===== src/rtl/uart_pkt_pkg.sv =====
// uart_pkt_pkg
//   Shared definitions for the UART receive-side packet path: parser state
//   encoding, default framing constants, packet length, the opcode values
//   understood by command consumers, and the running-checksum helper.
package uart_pkt_pkg;

  // Parser states, in packet byte order.
  typedef enum logic [2:0] {
    ST_HUNT  = 3'd0,
    ST_OP    = 3'd1,
    ST_ADDR  = 3'd2,
    ST_DH    = 3'd3,
    ST_DL    = 3'd4,
    ST_CK    = 3'd5,
    ST_CHECK = 3'd6,
    ST_HOLD  = 3'd7
  } pkt_state_e;

  localparam logic [7:0]  SYNC_BYTE_DEF       = 8'hA5;
  localparam logic [15:0] TIMEOUT_TICKS_DEF   = 16'd480;
  localparam logic [7:0]  STOP_WAIT_TICKS_DEF = 8'd24;

  // sync, opcode, address, data high, data low, checksum
  localparam int unsigned PKT_LEN = 32'd6;

  // Opcodes understood by command consumers.
  localparam logic [7:0] OP_NOP    = 8'h00;
  localparam logic [7:0] OP_WRITE  = 8'h01;
  localparam logic [7:0] OP_READ   = 8'h02;
  localparam logic [7:0] OP_STATUS = 8'h03;

  // Modulo-256 running checksum; a good packet sums to zero over
  // opcode..checksum.
  function automatic logic [7:0] cksum_add(input logic [7:0] sum,
                                           input logic [7:0] data);
    return sum + data;
  endfunction

endpackage


===== src/rtl/uart_rx_tick_timer.sv =====
// uart_rx_tick_timer
//   Clearable, enable-gated up-counter that saturates at TERM.
//   o_tc flags the terminal count one cycle early when the TERM-th enable is
//   being applied, so a consumer can act on the same edge the count lands.
// Ports:
//   i_clk   clock
//   i_rst_n asynchronous active-low reset
//   i_clr   synchronous clear (wins over i_en, suppresses o_tc)
//   i_en    count enable (one tick)
//   o_tc    terminal count reached (or being reached this cycle)
module uart_rx_tick_timer
  import uart_pkt_pkg::*;
#(
  parameter int unsigned      WIDTH = 32'd16,
  parameter logic [WIDTH-1:0] TERM  = '1
) (
  input  logic i_clk,
  input  logic i_rst_n,
  input  logic i_clr,
  input  logic i_en,
  output logic o_tc
);

  localparam logic [WIDTH-1:0] ONE     = {{(WIDTH-1){1'b0}}, 1'b1};
  localparam logic [WIDTH-1:0] TERM_M1 = TERM - ONE;

  logic [WIDTH-1:0] r_cnt;

  // Tick counter: cleared on request, holds at TERM instead of wrapping.
  always_ff @(posedge i_clk or negedge i_rst_n) begin
    if (!i_rst_n) begin
      r_cnt <= '0;
    end else if (i_clr) begin
      r_cnt <= '0;
    end else if (i_en && (r_cnt != TERM)) begin
      r_cnt <= r_cnt + ONE;
    end else begin
      r_cnt <= r_cnt;
    end
  end

  assign o_tc = !i_clr && ((r_cnt == TERM) || (i_en && (r_cnt == TERM_M1)));

endmodule


===== src/rtl/uart_rx_pkt_ctl.sv =====
// uart_rx_pkt_ctl
//   Assembles 6-byte command packets (sync, op, addr, data hi, data lo,
//   checksum) from the UART receive byte stream, rejects packets on framing,
//   inter-byte timeout or checksum error, and presents good commands on a
//   valid/ready handshake. All outputs come straight from flops.
// Ports:
//   clk_rx, rst_clk_rx_n          clock, async active-low reset
//   baud_x16_en                   16x oversample tick
//   rx_data, rx_data_rdy, frm_err byte stream from the UART receiver
//   cmd_valid, cmd_ready          command handshake
//   cmd_op, cmd_addr, cmd_wdata   command fields, stable while cmd_valid
//   err_frame/timeout/cksum/overrun  one-clock error pulses
//   busy                          parser is not hunting for sync
module uart_rx_pkt_ctl
  import uart_pkt_pkg::*;
#(
  parameter logic [7:0]  SYNC_BYTE       = SYNC_BYTE_DEF,
  parameter logic [15:0] TIMEOUT_TICKS   = TIMEOUT_TICKS_DEF,
  parameter logic [7:0]  STOP_WAIT_TICKS = STOP_WAIT_TICKS_DEF
) (
  input  logic        clk_rx,
  input  logic        rst_clk_rx_n,
  input  logic        baud_x16_en,
  input  logic [7:0]  rx_data,
  input  logic        rx_data_rdy,
  input  logic        frm_err,
  output logic        cmd_valid,
  input  logic        cmd_ready,
  output logic [7:0]  cmd_op,
  output logic [7:0]  cmd_addr,
  output logic [15:0] cmd_wdata,
  output logic        err_frame,
  output logic        err_timeout,
  output logic        err_cksum,
  output logic        err_overrun,
  output logic        busy
);

  pkt_state_e  r_state;
  logic        r_rdy_q, r_ferr_q;
  logic [7:0]  r_sum, r_op, r_addr, r_dh, r_dl;
  logic [7:0]  r_cmd_op, r_cmd_addr;
  logic [15:0] r_cmd_wdata;
  logic        r_cmd_valid, r_busy;
  logic        r_err_frame, r_err_timeout, r_err_cksum, r_err_overrun;

  logic w_byte_ev, w_ferr_ev, w_in_pkt, w_in_check, w_to_tc, w_sw_tc;

  // Only rising edges act; a level held high is never seen twice.
  assign w_byte_ev  = rx_data_rdy & ~r_rdy_q;
  assign w_ferr_ev  = frm_err & ~r_ferr_q;
  assign w_in_pkt   = (r_state inside {ST_OP, ST_ADDR, ST_DH, ST_DL, ST_CK});
  assign w_in_check = (r_state == ST_CHECK);

  // Previous-cycle copies of the receiver strobes for edge detection.
  always_ff @(posedge clk_rx or negedge rst_clk_rx_n) begin
    if (!rst_clk_rx_n) begin
      r_rdy_q  <= 1'b0;
      r_ferr_q <= 1'b0;
    end else begin
      r_rdy_q  <= rx_data_rdy;
      r_ferr_q <= frm_err;
    end
  end

  // Inter-byte gap timer: restarts on every byte, idle outside OP..CK.
  uart_rx_tick_timer #(.WIDTH(32'd16), .TERM(TIMEOUT_TICKS)) u_to_timer (
    .i_clk   (clk_rx),
    .i_rst_n (rst_clk_rx_n),
    .i_clr   (w_byte_ev | ~w_in_pkt),
    .i_en    (baud_x16_en & w_in_pkt),
    .o_tc    (w_to_tc)
  );

  // Stop-bit wait after the checksum byte, so a late frm_err can still
  // reject the packet before it is released.
  uart_rx_tick_timer #(.WIDTH(32'd8), .TERM(STOP_WAIT_TICKS)) u_sw_timer (
    .i_clk   (clk_rx),
    .i_rst_n (rst_clk_rx_n),
    .i_clr   (~w_in_check),
    .i_en    (baud_x16_en & w_in_check),
    .o_tc    (w_sw_tc)
  );

  // Packet parser FSM with registered command fields, status and errors.
  always_ff @(posedge clk_rx or negedge rst_clk_rx_n) begin
    if (!rst_clk_rx_n) begin
      r_state       <= ST_HUNT;
      r_sum         <= 8'h00;
      r_op          <= 8'h00;
      r_addr        <= 8'h00;
      r_dh          <= 8'h00;
      r_dl          <= 8'h00;
      r_cmd_op      <= 8'h00;
      r_cmd_addr    <= 8'h00;
      r_cmd_wdata   <= 16'h0000;
      r_cmd_valid   <= 1'b0;
      r_busy        <= 1'b0;
      r_err_frame   <= 1'b0;
      r_err_timeout <= 1'b0;
      r_err_cksum   <= 1'b0;
      r_err_overrun <= 1'b0;
    end else begin
      r_err_frame   <= 1'b0;
      r_err_timeout <= 1'b0;
      r_err_cksum   <= 1'b0;
      r_err_overrun <= 1'b0;
      case (r_state)
        ST_HUNT: begin
          if (w_byte_ev && (rx_data == SYNC_BYTE)) begin
            r_state <= ST_OP;
            r_sum   <= 8'h00;
            r_busy  <= 1'b1;
          end else begin
            r_state <= ST_HUNT;
            r_busy  <= 1'b0;
          end
        end
        ST_OP, ST_ADDR, ST_DH, ST_DL, ST_CK: begin
          // Framing beats a byte, a byte beats the timeout.
          if (w_ferr_ev) begin
            r_state     <= ST_HUNT;
            r_busy      <= 1'b0;
            r_err_frame <= 1'b1;
          end else if (w_byte_ev) begin
            r_sum <= cksum_add(r_sum, rx_data);
            case (r_state)
              ST_OP:   begin r_op   <= rx_data; r_state <= ST_ADDR; end
              ST_ADDR: begin r_addr <= rx_data; r_state <= ST_DH;   end
              ST_DH:   begin r_dh   <= rx_data; r_state <= ST_DL;   end
              ST_DL:   begin r_dl   <= rx_data; r_state <= ST_CK;   end
              // checksum byte only contributes to the sum
              default: begin r_state <= ST_CHECK; end
            endcase
          end else if (w_to_tc) begin
            r_state       <= ST_HUNT;
            r_busy        <= 1'b0;
            r_err_timeout <= 1'b1;
          end else begin
            r_state <= r_state;
          end
        end
        ST_CHECK: begin
          if (w_ferr_ev) begin
            r_state     <= ST_HUNT;
            r_busy      <= 1'b0;
            r_err_frame <= 1'b1;
          end else if (w_sw_tc) begin
            if (r_sum == 8'h00) begin
              r_state     <= ST_HOLD;
              r_cmd_valid <= 1'b1;
              r_cmd_op    <= r_op;
              r_cmd_addr  <= r_addr;
              r_cmd_wdata <= {r_dh, r_dl};
            end else begin
              r_state     <= ST_HUNT;
              r_busy      <= 1'b0;
              r_err_cksum <= 1'b1;
            end
          end else begin
            r_state <= ST_CHECK;
          end
        end
        ST_HOLD: begin
          // Any byte here is lost, even one arriving with the transfer.
          r_err_overrun <= w_byte_ev;
          if (cmd_ready) begin
            r_state     <= ST_HUNT;
            r_cmd_valid <= 1'b0;
            r_busy      <= 1'b0;
          end else begin
            r_state <= ST_HOLD;
          end
        end
        default: begin
          r_state     <= ST_HUNT;
          r_cmd_valid <= 1'b0;
          r_busy      <= 1'b0;
        end
      endcase
    end
  end

  assign cmd_valid   = r_cmd_valid;
  assign cmd_op      = r_cmd_op;
  assign cmd_addr    = r_cmd_addr;
  assign cmd_wdata   = r_cmd_wdata;
  assign err_frame   = r_err_frame;
  assign err_timeout = r_err_timeout;
  assign err_cksum   = r_err_cksum;
  assign err_overrun = r_err_overrun;
  assign busy        = r_busy;

endmodule


===== config.mk =====
export PLATFORM = sky130hd
export DESIGN_NAME = uart_rx_pkt_ctl
export DESIGN_NICKNAME = d
export VERILOG_FILES = /design/src/rtl/uart_pkt_pkg.sv /design/src/rtl/uart_rx_tick_timer.sv /design/src/rtl/uart_rx_pkt_ctl.sv
export SDC_FILE = /design/constraint.sdc
export NUM_CORES = 1
export LEC_CHECK = 0
export BUFFER_PORTS_ARGS = -buffer_cell sky130_fd_sc_hd__clkbuf_2
export CORE_MARGIN = 3
export CORE_UTILIZATION = 59
export DETAILED_ROUTE_END_ITERATION = 7
export GPL_TIMING_DRIVEN = 0
export PLACE_DENSITY = 0.8
export SLEW_MARGIN = 20
export SYNTH_ARGS = -nofsm -noshare
export SYNTH_HDL_FRONTEND = slang
export SYNTH_SLANG_ARGS = --single-unit

===== constraint.sdc =====
create_clock -name clk_rx -period 2.4 [get_ports clk_rx]
set_input_delay 0 -clock clk_rx [delete_from_list [all_inputs] [get_ports clk_rx]]
set_output_delay 0 -clock clk_rx [all_outputs]
set_load 0.01 [all_outputs]

Yosys cells after proc, flatten, opt, wreduce, memory -nomap -nowiden
Index checks and enable logic that the tools add are counted.

storage, ports and cells
  register bits = 107
  input bits = 14
  output and inout port bits = 38
  logic and storage cells = 126

operators by class
  add/sub/neg operators = 3
  eq/ne operators = 27
  muxes and demuxes = 42
  bitwise gates (word level) = 9
  reductions and logical operators = 26

operators by type and width
  cell                                                  number
  two-way mux 8 bit                                     5
  equality test 16 x 9 -> 1 bit, second input constant  2
  two-way mux 16 bit                                    2
  case mux 3 bit (4 select lines)                       2
  AND reduction 4 bit                                   6
  two-way mux 1 bit                                     23
  two-way mux 3 bit                                     7
  adder 16 x 1 -> 16 bit, second input constant         1
  equality test 8 x 5 -> 1 bit, second input constant   2
  != test 16 x 9 -> 1 bit, second input constant        1
  case mux 8 bit (2 select lines)                       1
  equality test 3 bit, second input constant            4
  != test 2 bit, second input constant                  5
  AND reduction 5 bit                                   2
  adder 8 x 1 -> 8 bit, second input constant           1
  adder 8 bit                                           1
  equality test 8 bit, second input constant            1
  zero test 8 bit                                       1
  != test 8 x 5 -> 1 bit, second input constant         1
  logical AND 1 bit                                     7
  equality test 3 x 2 -> 1 bit, second input constant   2
  != test 2 x 1 -> 1 bit, second input constant         3
  != test 3 x 2 -> 1 bit, second input constant         2
  != test 3 bit, second input constant                  2
  other kinds (14)                                      23

Depth between registers and ports, before layout
Gate-level depths: netlist of run 1.

  word-level depth = 10
  mapped depth = 9
  depth with buffers taken out = 8

By module
A second synthesis of run 1 with hierarchy kept.

unflattened totals
  cell total of the unflattened synthesis = 408
  area, all modules = 5052.3 sq um

modules (own cells, without submodules)
  module                           instances  cells an instance  area each (sq um)  sequential area each (sq um)
  uart_rx_pkt_ctl                  1          257                3661.0             2077.0
  uart_rx_tick_timer (u_to_timer)  1          101                908.4              400.4
  uart_rx_tick_timer (u_sw_timer)  1          50                 483.0              200.2

Worst setup path before layout of run 1
Ideal clock, no wire load.

  kind = reg-to-reg
  from = register u_sw_timer.r_cnt[0]
  to = register r_cmd_addr[6], in the netlist cmd_addr[6]
  library setup time = 0.127 ns
  data arrival time = 1.734 ns
  required time = 2.273 ns
  path slack = 0.538 ns
  cell stages (with the launch flop) = 8
  path buffers = 2
  clock period less this slack = 1.862 ns
  cell sequence = dfrtp_1 -> ha_1 -> and4b_1 -> o21a_1 -> and3_1 -> buf_4 -> buf_6 -> mux2_1

between the ends
  word-level cells in the longest chain between the ends = 5
  elaborated cells between the ends (all ways) = 6
  classes of those cells = eq/ne (2); reduce/logical (4)

ends and longest elaborated chain
  element                          line                      text
  start: declaration               uart_rx_tick_timer.sv:27  logic [WIDTH-1:0] r_cnt;
  start signal: assignment         uart_rx_tick_timer.sv:36  r_cnt <= r_cnt + ONE;
  start signal: assignment         uart_rx_tick_timer.sv:38  r_cnt <= r_cnt;
  equality test 8 x 5 -> 1 bit     uart_rx_tick_timer.sv:42  assign o_tc = !i_clr && ((r_cnt == TERM) || (i_en && (r_cnt == TERM_M1)));
  logical AND 1 bit                uart_rx_tick_timer.sv:42
  logical OR 1 bit *               uart_rx_tick_timer.sv:42
  logical AND 1 bit *              uart_rx_tick_timer.sv:42
  AND reduction 4 bit (no line) *  -
  end signal: assignment           uart_rx_pkt_ctl.sv:153    r_cmd_addr <= r_addr;
  end: declaration                 uart_rx_pkt_ctl.sv:42     logic [7:0] r_cmd_op, r_cmd_addr;

Mark *: on every way between the ends. The rest lies on a longest branch, timed or not.
A chain may end at the register's enable or synchronous reset.

Final worst setup path of run 1
  from = register r_state[0]
  to = register r_cmd_wdata[11], in the netlist cmd_wdata[11]

between the ends
  word-level cells in the longest chain between the ends = 6

ends and longest elaborated chain
  element                          line                                           text
  start: declaration               uart_rx_pkt_ctl.sv:39                          pkt_state_e r_state;
  start signal: assignment         uart_rx_pkt_ctl.sv:140                         r_state <= r_state;
  equality test 3 bit *            uart_rx_pkt_ctl.sv:53, uart_rx_pkt_ctl.sv:108
  bitwise AND 1 bit                uart_rx_pkt_ctl.sv:81                          .i_en (baud_x16_en & w_in_check),
  logical AND 1 bit                uart_rx_tick_timer.sv:42
  logical OR 1 bit                 uart_rx_tick_timer.sv:42
  logical AND 1 bit                uart_rx_tick_timer.sv:42
  AND reduction 4 bit (no line) *  -
  end signal: assignment           uart_rx_pkt_ctl.sv:154                         r_cmd_wdata <= {r_dh, r_dl};
  end: declaration                 uart_rx_pkt_ctl.sv:43                          logic [15:0] r_cmd_wdata;

Marks and branches as above.

==> key figures, run 1 <==
Status
  – Status: completed

Die
  – Initial core utilization: 0.624
  – Full die area: 9520 um2
  – Die height: 97.6 um
  – # IOs: between 50 and 60
  – Core area: between 7000 and 8000 um2
  – Std-Cell Rows: 32
  – Chip width: roughly 98 um

Power
  – Maximum VDD drop: about 590 uV
  – Total power draw: 0.00381 W
  – PwrDens: slightly below 700 nW/um2
  – Leak pwr: roughly 2.7 nW

Route
  – Antenna Nets Post-Route: 0
  – Avg WL per Cell: 17.2 um
  – Drt first pass iters: 4
  – DRT iter0 DRCs: ~180
  – Drt via density: roughly 5.8
  – DRC: 0
  – Via Count: roughly 3400
  – Final WL: 10.2 mm

Clocking
  – CTS clk-pin slew, worst paths: between 0.1 and 0.15 ns
  – Root Buffer: clkbuf_8
  – CTS buffer count: 9
  – Clk sinks: approximately 110
  – Post-CTS resize count: 0
  – Clock latency on the worst-skew pair: ~0.37 ns
  – Clk buf depth: 2
  – H-tree Lvls: 3
  – Post-CTS setup repair buffer count: 0
  – CTS Hold Bufs: 9
  – CTS tree: done

GRT
  – Initial antenna violation count: 0
  – Number of global-route vias before repair: roughly 3600
  – Largest net degree at the start of global routing: 80
  – GRT Util Overall: 0.225
  – GRT overflow: 0
  – First-pass GRT wire length: between 15 and 20 mm

Placement
  – Hpwl dp: roughly 7.1 mm
  – Buffers on Ports: 51
  – Routability cong.: approximately 0.88
  – Placed cell area: 5370 um2
  – Placed insts: approximately 570

Cells and area
  – Share of layout cells above drive strength 1: 0.305
  – Post-Layout Cell Count: ~590
  – Layout Nets: between 500 and 600
  – Post-route cell area: roughly 5700 um2
  – Final core area utilization: 0.713
  – Ant. Diodes: 0
  – Syn-to-layout area delta: 14.2%
  – Commonest non-fill, non-tap cell in the layout: dfrtp_1
  – Most frequent cells in the layout: dfrtp_1, mux2_2, clkbuf_2, nor2_1, nand2_1

Timing
  – Final critical-path required period: ~2.1 ns
  – Final setup viols: 0
  – Worst slew pin tran: between 0.7 and 0.8 ns
  – Part of the cycle the worst path needs: 0.889
  – Fin. max-slew vios: 0
  – Max Clock Freq: about 0.47 GHz
  – Final Skew: 0.0158 ns
  – RSZ-0062 raised after global routing: no
  – Final Hold Viols: 0
  – Hold Slack: between 0.02 and 0.03 ns
  – Max-slew headroom: 0.493

Setup path
  – CP startpoint kind: flop
  – Arr. time, crit path: about 2.4 ns
  – CP Data Required Time: 2.66 ns
  – FF-to-FF setup slack: about 0.27 ns
  – Critical path peak fanout: 10
  – Crit Path Class: reg2reg
  – Crit. End Element: flop

Hold path
  – Hold Path Class: in2reg

Synthesis
  – Syn Nets: between 400 and 500
  – Yosys top cell area share: 0.541
  – Register area share after synthesis: 0.541
  – Synth cell types: 52
  – Yosys warns: 0
  – Asr flop ratio synth: 1.00
  – FF+latch count, synth: 107
  – Post-synth top area cell: dfrtp_1
  – Mapped Area: approximately 5000 um2
  – Synth area leaders: dfrtp_1, mux2_2, ha_1
  – Number of enable flip-flop cells after synthesis: 0
  – Post-synth top flop: dfrtp_1
  – Avg Cell Area, Syn: 12.0 um2
  – Mapped Cells: around 410

Run
  – Max_cap viols: 0
==> final cells by class <==
| class | count | area [um2] |
|---|---|---|
| sequential | 107 | 2680 |
| fill | 560 | 2270 |
| multi-input combinational | 277 | 2110 |
| timing repair buffer | 61 | 382 |
| clock buffer | 10 | 128 |
| tap | 102 | 128 |
| buffer | 13 | 100 |
| clock inverter | 6 | 67.6 |
| inverter | 15 | 56.3 |
==> path summary, 6_finish.rpt <==
kind / startpoint / end / cells past startpoint
max: r_state[0] / cmd_wdata[11] / 7
min: rx_data[7] / r_dl[7] / 2
max reg2reg: r_state[0] / cmd_wdata[11] / 7
min reg2reg: r_addr[1] / r_addr[1] / 2
max in group asynchronous: rst_clk_rx_n / cmd_op[2] / 3
min in group asynchronous: rst_clk_rx_n / u_sw_timer.r_cnt[6] / 2
==> through the flow <==
| stage | worst slack (ns) | TNS [ns] |
|---|---|---|
| 3_5_place_dp | 0.304 | 0 |
| 3_3_place_gp | -0.0534 | -4.85 |
| 6_report | 0.267 | 0 |
| 4_1_cts | 0.260 | 0 |
| 5_1_grt | 0.178 | 0 |
| 2_1_floorplan | 0.538 | 0 |
==> sequential cells by signal, indices dropped and copies added (netlist names) <==
name and flops:
err_overrun 1, err_timeout 1, err_frame 1, cmd_addr 8, r_rdy_q 1, cmd_valid 1, r_dh 8, r_state 3
u_sw_timer.r_cnt 8, err_cksum 1, r_sum 8, r_addr 8, cmd_wdata 16, r_op 8, cmd_op 8, busy 1
r_ferr_q 1, u_to_timer.r_cnt 16, r_dl 8
==> synthesized netlist by cell type, types with 2 or more instances <==
master / instances
or3_1: 8
nand2b_1: 2
mux2_2: 61
clkbuf_1: 3
nand3_1: 8
and3_1: 5
nor4_4: 2
buf_2: 2
nor2_1: 32
nor4_1: 5
xnor2_1: 3
nor4bb_1: 2
nand4_1: 15
xor2_1: 14
inv_1: 15
and2_1: 2
nor3_1: 8
nand2_1: 26
buf_6: 5
o21ai_0: 19
o31ai_1: 3
and4b_1: 2
ha_1: 11
nor2b_1: 3
a21o_1: 2
buf_4: 3
mux2i_1: 4
dfrtp_1: 107
a21oi_1: 14
or4_1: 2
o211ai_1: 2
o2111ai_1: 2
==> cell families (layout without fill, tap and decap cells) <==
group | count (synthesis) | count (layout) | share of synthesized area
flip-flops | 107 | 107 | 0.541
AO/OA/AOI/OAI | 51 | 51 | 0.0640
multiplexers | 66 | 66 | 0.149
XOR/XNOR | 17 | 17 | 0.0301
buffers and inverters | 28 | 105 | 0.0316
adder cells (fa/ha/maj) | 12 | 12 | 0.0319
AND/OR/NAND/NOR | 131 | 131 | 0.152
==> metal layers <==
layer,global-route usage,wire [um]
met3,0.0639,537
met4,0.0458,94
met1,0.288,4410
met2,0.384,5110
met5,0,0
==> critical path: stages (launching register included) <==
cell and delay (ns):
dfrtp_1 0.38, buf_4 0.16, nand3b_2 0.34, nor2_1 0.26, and3_1 0.18, buf_4 0.19
buf_6 0.18, mux2_2 0.35
==> power breakdown <==
group | switching, W | internal [W] | total (W)
clock | 0.000667 | 0.000409 | 0.00108
sequential | 0.000129 | 0.00201 | 0.00214
combinational | 0.000300 | 0.000293 | 0.000593
total | 0.00110 | 0.00271 | 0.00381
Note: power is estimated with default switching activity, not from simulation.
==> inputs of run 2 (changes only) <==
RECOVER_POWER = 100   (was not set)
==> run 2 against run 1 <==
The run now ends with capacitance limit, slew limit left; non-clock buffer count unchanged; combinational power down 0.7%; critical path depth unchanged; cell count stayed put; clock-buffer cell count unchanged; clock power is essentially flat; fmax is 1.0% lower; first-iteration DRC count rose by 26%; largest cell class unchanged; largest power group unchanged.
==> key figures, run 2 (synthesized netlist as in run 1, its figures left out) <==
Clocking
  – Root Buffer: clkbuf_8
  – Clk sinks: about 110
  – CTS clk-pin slew, worst paths: between 0.1 and 0.15 ns
  – Clk buf depth: 2
  – CTS tree: done
  – H-tree Lvls: 3
  – CTS buffer count: 9
  – Post-CTS resize count: 0
  – Clock latency on the worst-skew pair: between 0.3 and 0.4 ns

Timing
  – RSZ-0062 raised after global routing: no
  – Fin. max-slew vios: 30
  – Worst slew pin tran: 1.54 ns
  – Hold Slack: between 0.03 and 0.04 ns
  – Final setup viols: 0
  – Part of the cycle the worst path needs: 0.898
  – Final Skew: 0.0150 ns
  – Final critical-path required period: about 2.2 ns
  – Final Hold Viols: 0
  – Max-slew headroom: -0.0268
  – Max Clock Freq: 0.464 GHz

GRT
  – First-pass GRT wire length: 17.5 mm
  – Largest net degree at the start of global routing: 80
  – M1 GR Usage: 0.288
  – GRT Util Overall: 0.225
  – GRT overflow: 0
  – Busiest grt layer: met2
  – Number of global-route vias before repair: about 3600
  – Met3 Use GR: 0.0639
  – Met2 usage: 0.384
  – Initial antenna violation count: 0

Hold path
  – Worst Hold End: r_dl[7]
  – Hold depth: 2
  – Hold Path Class: in2reg
  – HP Start: rx_data[7]

Placement
  – Hpwl dp: 7.05 mm
  – Buffers on Ports: just over 50
  – Placed cell area: 5370 um2
  – Routability cong.: ~0.88

Route
  – DRT iter0 DRCs: ~230
  – Via Count: between 3000 and 4000
  – Avg WL per Cell: approximately 17 um
  – Drt via density: between 5 and 6
  – Drt first pass iters: 4
  – Final WL: between 10 and 15 mm
  – Antenna Nets Post-Route: 0
  – DRC: 0

Cells and area
  – Syn-to-layout area delta: 11.8%
  – Commonest non-fill, non-tap cell in the layout: dfrtp_1
  – Ant. Diodes: 0
  – Most frequent cells in the layout: dfrtp_1, mux2_2, clkbuf_1, nor2_1, nand2_1
  – Layout Nets: 510
  – Post-route cell area: about 5500 um2
  – Share of layout cells above drive strength 1: 0.209
  – Final core area utilization: 0.698

Die
  – Initial core utilization: 0.624
  – Core area: 7930 um2
  – Chip width: 97.6 um
  – Std-Cell Rows: 32
  – Full die area: 9520 um2
  – Die height: 97.6 um
  – # IOs: 52

Status
  – Status: finished, violations left
  – Failing checks: capacitance limit, slew limit

Power
  – Maximum VDD drop: slightly above 600 uV
  – PwrDens: 687 nW/um2
  – Leak pwr: approximately 2.6 nW

Setup path
  – CP Data Required Time: about 2.7 ns
  – Arr. time, crit path: 2.44 ns
  – Critical path peak fanout: 10
  – FF-to-FF setup slack: 0.25 ns
  – Worst r2r path cells: 7
  – Crit Path Class: reg2reg
  – Reg2reg end: u_to_timer.r_cnt[9]
  – Reg2reg start: r_state[2]
  – Crit. End Element: flop
  – CP startpoint kind: flop

Run
  – Max_cap viols: 1
-- run 2: cell type report --
type | instances | area, um2
Buffer | 13 | 100
Clock buffer | 10 | 128
Clock inverter | 6 | 67.6
Fill cell | 590 | 2390
Inverter | 15 | 56.3
Multi-Input combinational cell | 277 | 2070
Sequential cell | 107 | 2680
Tap cell | 102 | 128
Timing Repair Buffer | 61 | 305
-- run 2: routing by layer --
metal,vias to the layer above,wire length [um]
met4,0,127
met3,13,587
met5,-,0
met1,1741,4400
met2,83,5030
li1,1627,-
-- run 2: worst max path at each step --
| stage | cells after the start | end | startpoint | slack [ns] |
|---|---|---|---|---|
| detailed placement | 7 | cmd_wdata[11] | r_state[0] | 0.30 |
| CTS | 7 | cmd_wdata[1] | r_state[0] | 0.26 |
| global route | 3 | r_sum[0] | rst_clk_rx_n | 0.1 |
| floorplan | 7 | cmd_addr[6] | u_sw_timer.r_cnt[0] | 0.54 |
| global placement | 1 | cmd_wdata[10] | rst_clk_rx_n | -0.05 |
| finish | 7 | u_to_timer.r_cnt[9] | r_state[2] | 0.25 |
-- run 2: critical path, cell delays in order (launching register included) --
cell and delay, ns:
dfrtp_1 0.40, buf_4 0.18, nand2_1 0.18, and3_1 0.20, buf_6 0.13, nand3_1 0.27
or4_1 0.55, a21oi_1 0.16
-- run 2: metrics by stage --
step | setup slack [ns] | total power (W) | instances | setup TNS, ns
finish | 0.246 | 0.00380 | 591 | 0
global route | 0.0992 | 0.00401 | 591 | 0
global placement | -0.0534 | 0.00269 | 565 | -4.85
floorplan | 0.538 | 0.00256 | 412 | 0
CTS | 0.260 | 0.00384 | 591 | 0
detailed placement | 0.304 | 0.00275 | 566 | 0
-- run 2: report_power, final --
group / switching [W] / internal (W) / leakage, nW
Combinational: 0.000301 / 0.000288 / 1.01
Sequential: 0.000130 / 0.00201 / 1.46
Clock: 0.000665 / 0.000409 / 0.0974
-- run 2: what timing repair did --
action | 4_1_cts | 5_1_grt
hold buffers | 9 | 0
setup buffers | 0 | 0
hold endpoints to repair | 125 | 0
==> inputs of run 3 (changes only) <==
CORE_ASPECT_RATIO = 1.4   (was not set)
==> run 3 against run 2 <==
The flow still finishes with violations (capacitance limit, slew limit); cell count increased by 0.17%; hold slack got worse by 0.014 ns; critical path depth is 2 lower; sequential power is essentially flat; sequential cell count stayed put; largest cell class unchanged.
==> key figures, run 3 (synthesized netlist as in run 1, its figures left out) <==
Clocking
  – H-tree Lvls: 3
  – Clock latency on the worst-skew pair: 0.38 ns
  – CTS clk-pin slew, worst paths: ~0.11 ns
  – CTS tree: done
  – Root Buffer: clkbuf_8
  – Post-CTS resize count: 0
  – Clk sinks: 107
  – Clk buf depth: 2
  – CTS buffer count: 9

Power
  – Logic pwr share: 0.154
  – Int Power: about 0.0027 W
  – Seq pwr share: 0.560
  – Net Switching: between 0.001 and 0.0015 W
  – Switching Share: 0.288
  – Total power draw: roughly 0.0038 W
  – Clk pwr share: 0.287
  – Leak pwr: 2.59 nW
  – Maximum VDD drop: 554 uV
  – PwrDens: a little under 700 nW/um2

Setup path
  – Worst r2r path cells: 5
  – Arr. time, crit path: 2.41 ns
  – Critical path peak fanout: 9
  – Reg2reg start: r_rdy_q
  – Reg2reg end: r_dh[1]
  – Crit Path Class: reg2reg
  – CP startpoint kind: flop
  – CP Data Required Time: around 2.7 ns
  – Crit. End Element: flop
  – FF-to-FF setup slack: 0.25 ns

Timing
  – Max Clock Freq: 0.466 GHz
  – Max-slew headroom: -0.367
  – Fin worst setup slack: between 0.2 and 0.3 ns
  – Fin. max-slew vios: 46
  – Fin Setup TNS: 0 ns
  – Final critical-path required period: around 2.1 ns
  – Part of the cycle the worst path needs: 0.894
  – Final setup viols: 0
  – Final Hold Viols: 0
  – Worst slew pin tran: roughly 2.0 ns
  – RSZ-0062 raised after global routing: no
  – Final Skew: approximately 0.012 ns

GRT
  – GRT overflow: 0
  – First-pass GRT wire length: 16.7 mm
  – Number of global-route vias before repair: 3484
  – Largest net degree at the start of global routing: 63
  – GRT Util Overall: 0.222
  – Initial antenna violation count: 0

Hold path
  – HP Start: baud_x16_en
  – Hold depth: 4
  – Worst Hold End: u_sw_timer.r_cnt[3]
  – Hold Path Class: in2reg

Placement
  – Buffers on Ports: 51
  – Placed insts: between 500 and 600
  – Routability cong.: between 0.8 and 0.9
  – Hpwl dp: between 7 and 8 mm
  – Placement Setup Slack: roughly 0.30 ns

Die
  – Initial core utilization: 0.623
  – Chip width: 83.4 um
  – Std-Cell Rows: 38
  – # IOs: between 50 and 60
  – Full die area: between 9000 and 10000 um2
  – Core area: just under 8000 um2
  – Die height: 114 um

Cells and area
  – Most frequent cells in the layout: dfrtp_1, mux2_2, clkbuf_1, nor2_1, nand2_1
  – Commonest non-fill, non-tap cell in the layout: dfrtp_1
  – Ant. Diodes: 0
  – Layout Nets: roughly 510
  – Share of layout cells above drive strength 1: 0.205
  – Syn-to-layout area delta: 12.6%
  – Post-Layout Cell Count: between 500 and 600

Status
  – Failing checks: capacitance limit, slew limit
  – Status: finished, violations left

Route
  – Drt first pass iters: 4
  – DRC: 0
  – Drt via density: slightly below 6
  – DRT iter0 DRCs: 112
  – Antenna Nets Post-Route: 0
  – Via Count: between 3000 and 4000
  – Final WL: slightly below 10 mm
  – Avg WL per Cell: roughly 17 um

Run
  – Max_cap viols: 1
## run 3: cell types whose count changed in the layout (fill, tap and decap cells not counted), sizes merged
cell | previous run | this run
buf | 11 | 10
clkbuf | 64 | 63
dlygate4sd3 | 9 | 12
dlymetal6s2s | 0 | 1
inv | 18 | 19
## run 3: worst max-delay path: stages (launching register included)
cell and delay, ns:
dfrtp_1 0.39, nor2b_1 0.10, clkbuf_1 0.27, nand2_1 0.23
nor4_4 0.63, mux2_2 0.42
## run 3: through the flow
| step | hold slack, ns | utilization | area, um2 |
|---|---|---|---|
| 3_5_place_dp | -0.0439 | 0.676 | 5370 |
| 4_1_cts | 0.00632 | 0.716 | 5690 |
| 6_report | 0.0189 | 0.702 | 5570 |
| 2_1_floorplan | -0.296 | - | 4950 |
| 5_1_grt | 0.0536 | 0.702 | 5570 |
| 3_3_place_gp | 0.136 | 0.671 | 5330 |
## run 3: what timing repair did
| action | CTS | global route |
|---|---|---|
| hold buffers | 12 | 0 |
| setup endpoints to repair | 0 | 0 |
| endpoints found under the hold margin | 141 | 0 |
| setup buffers | 0 | 0 |
## run 3: how the worst max path moves through the flow
stage,from,endpoint,slack (ns),depth (start not counted)
floorplan,u_sw_timer.r_cnt[0],cmd_addr[6],0.54,7
global placement,rst_clk_rx_n,cmd_wdata[12],-0.03,1
detailed placement,r_state[0],cmd_wdata[6],0.30,7
CTS,r_state[0],cmd_addr[3],0.27,7
global route,u_to_timer.r_cnt[3],u_to_timer.r_cnt[15],0.08,5
finish,r_rdy_q,r_dh[1],0.25,5
## run 3: per-layer routing
layer | track usage | up-vias | wire length [um]
li1 | - | 1627 | -
met1 | 0.268 | 1704 | 4180
met2 | 0.385 | 75 | 5080
met3 | 0.0590 | 10 | 470
met4 | 0.0763 | 0 | 158
met5 | 0 | - | 0
## run 3: area by class of cell
class	instances	area, um2
multi-input cells	277	2060
clock inverters	7	76.3
plain buffers	13	98.8
inverters	15	56.3
well taps	100	125
clock buffers	9	124
repair buffers	64	360
flip-flops and latches	107	2680
fillers	593	2370
## run 3: power by group through the flow
stage | Clock (W) | Combinational [W] | Sequential, W
floorplan | 0 | 0.000430 | 0.00213
CTS | 0.00113 | 0.000593 | 0.00214
global route | 0.00119 | 0.000665 | 0.00217
finish | 0.00109 | 0.000587 | 0.00214
global placement | 0 | 0.000538 | 0.00216
detailed placement | 0 | 0.000577 | 0.00217
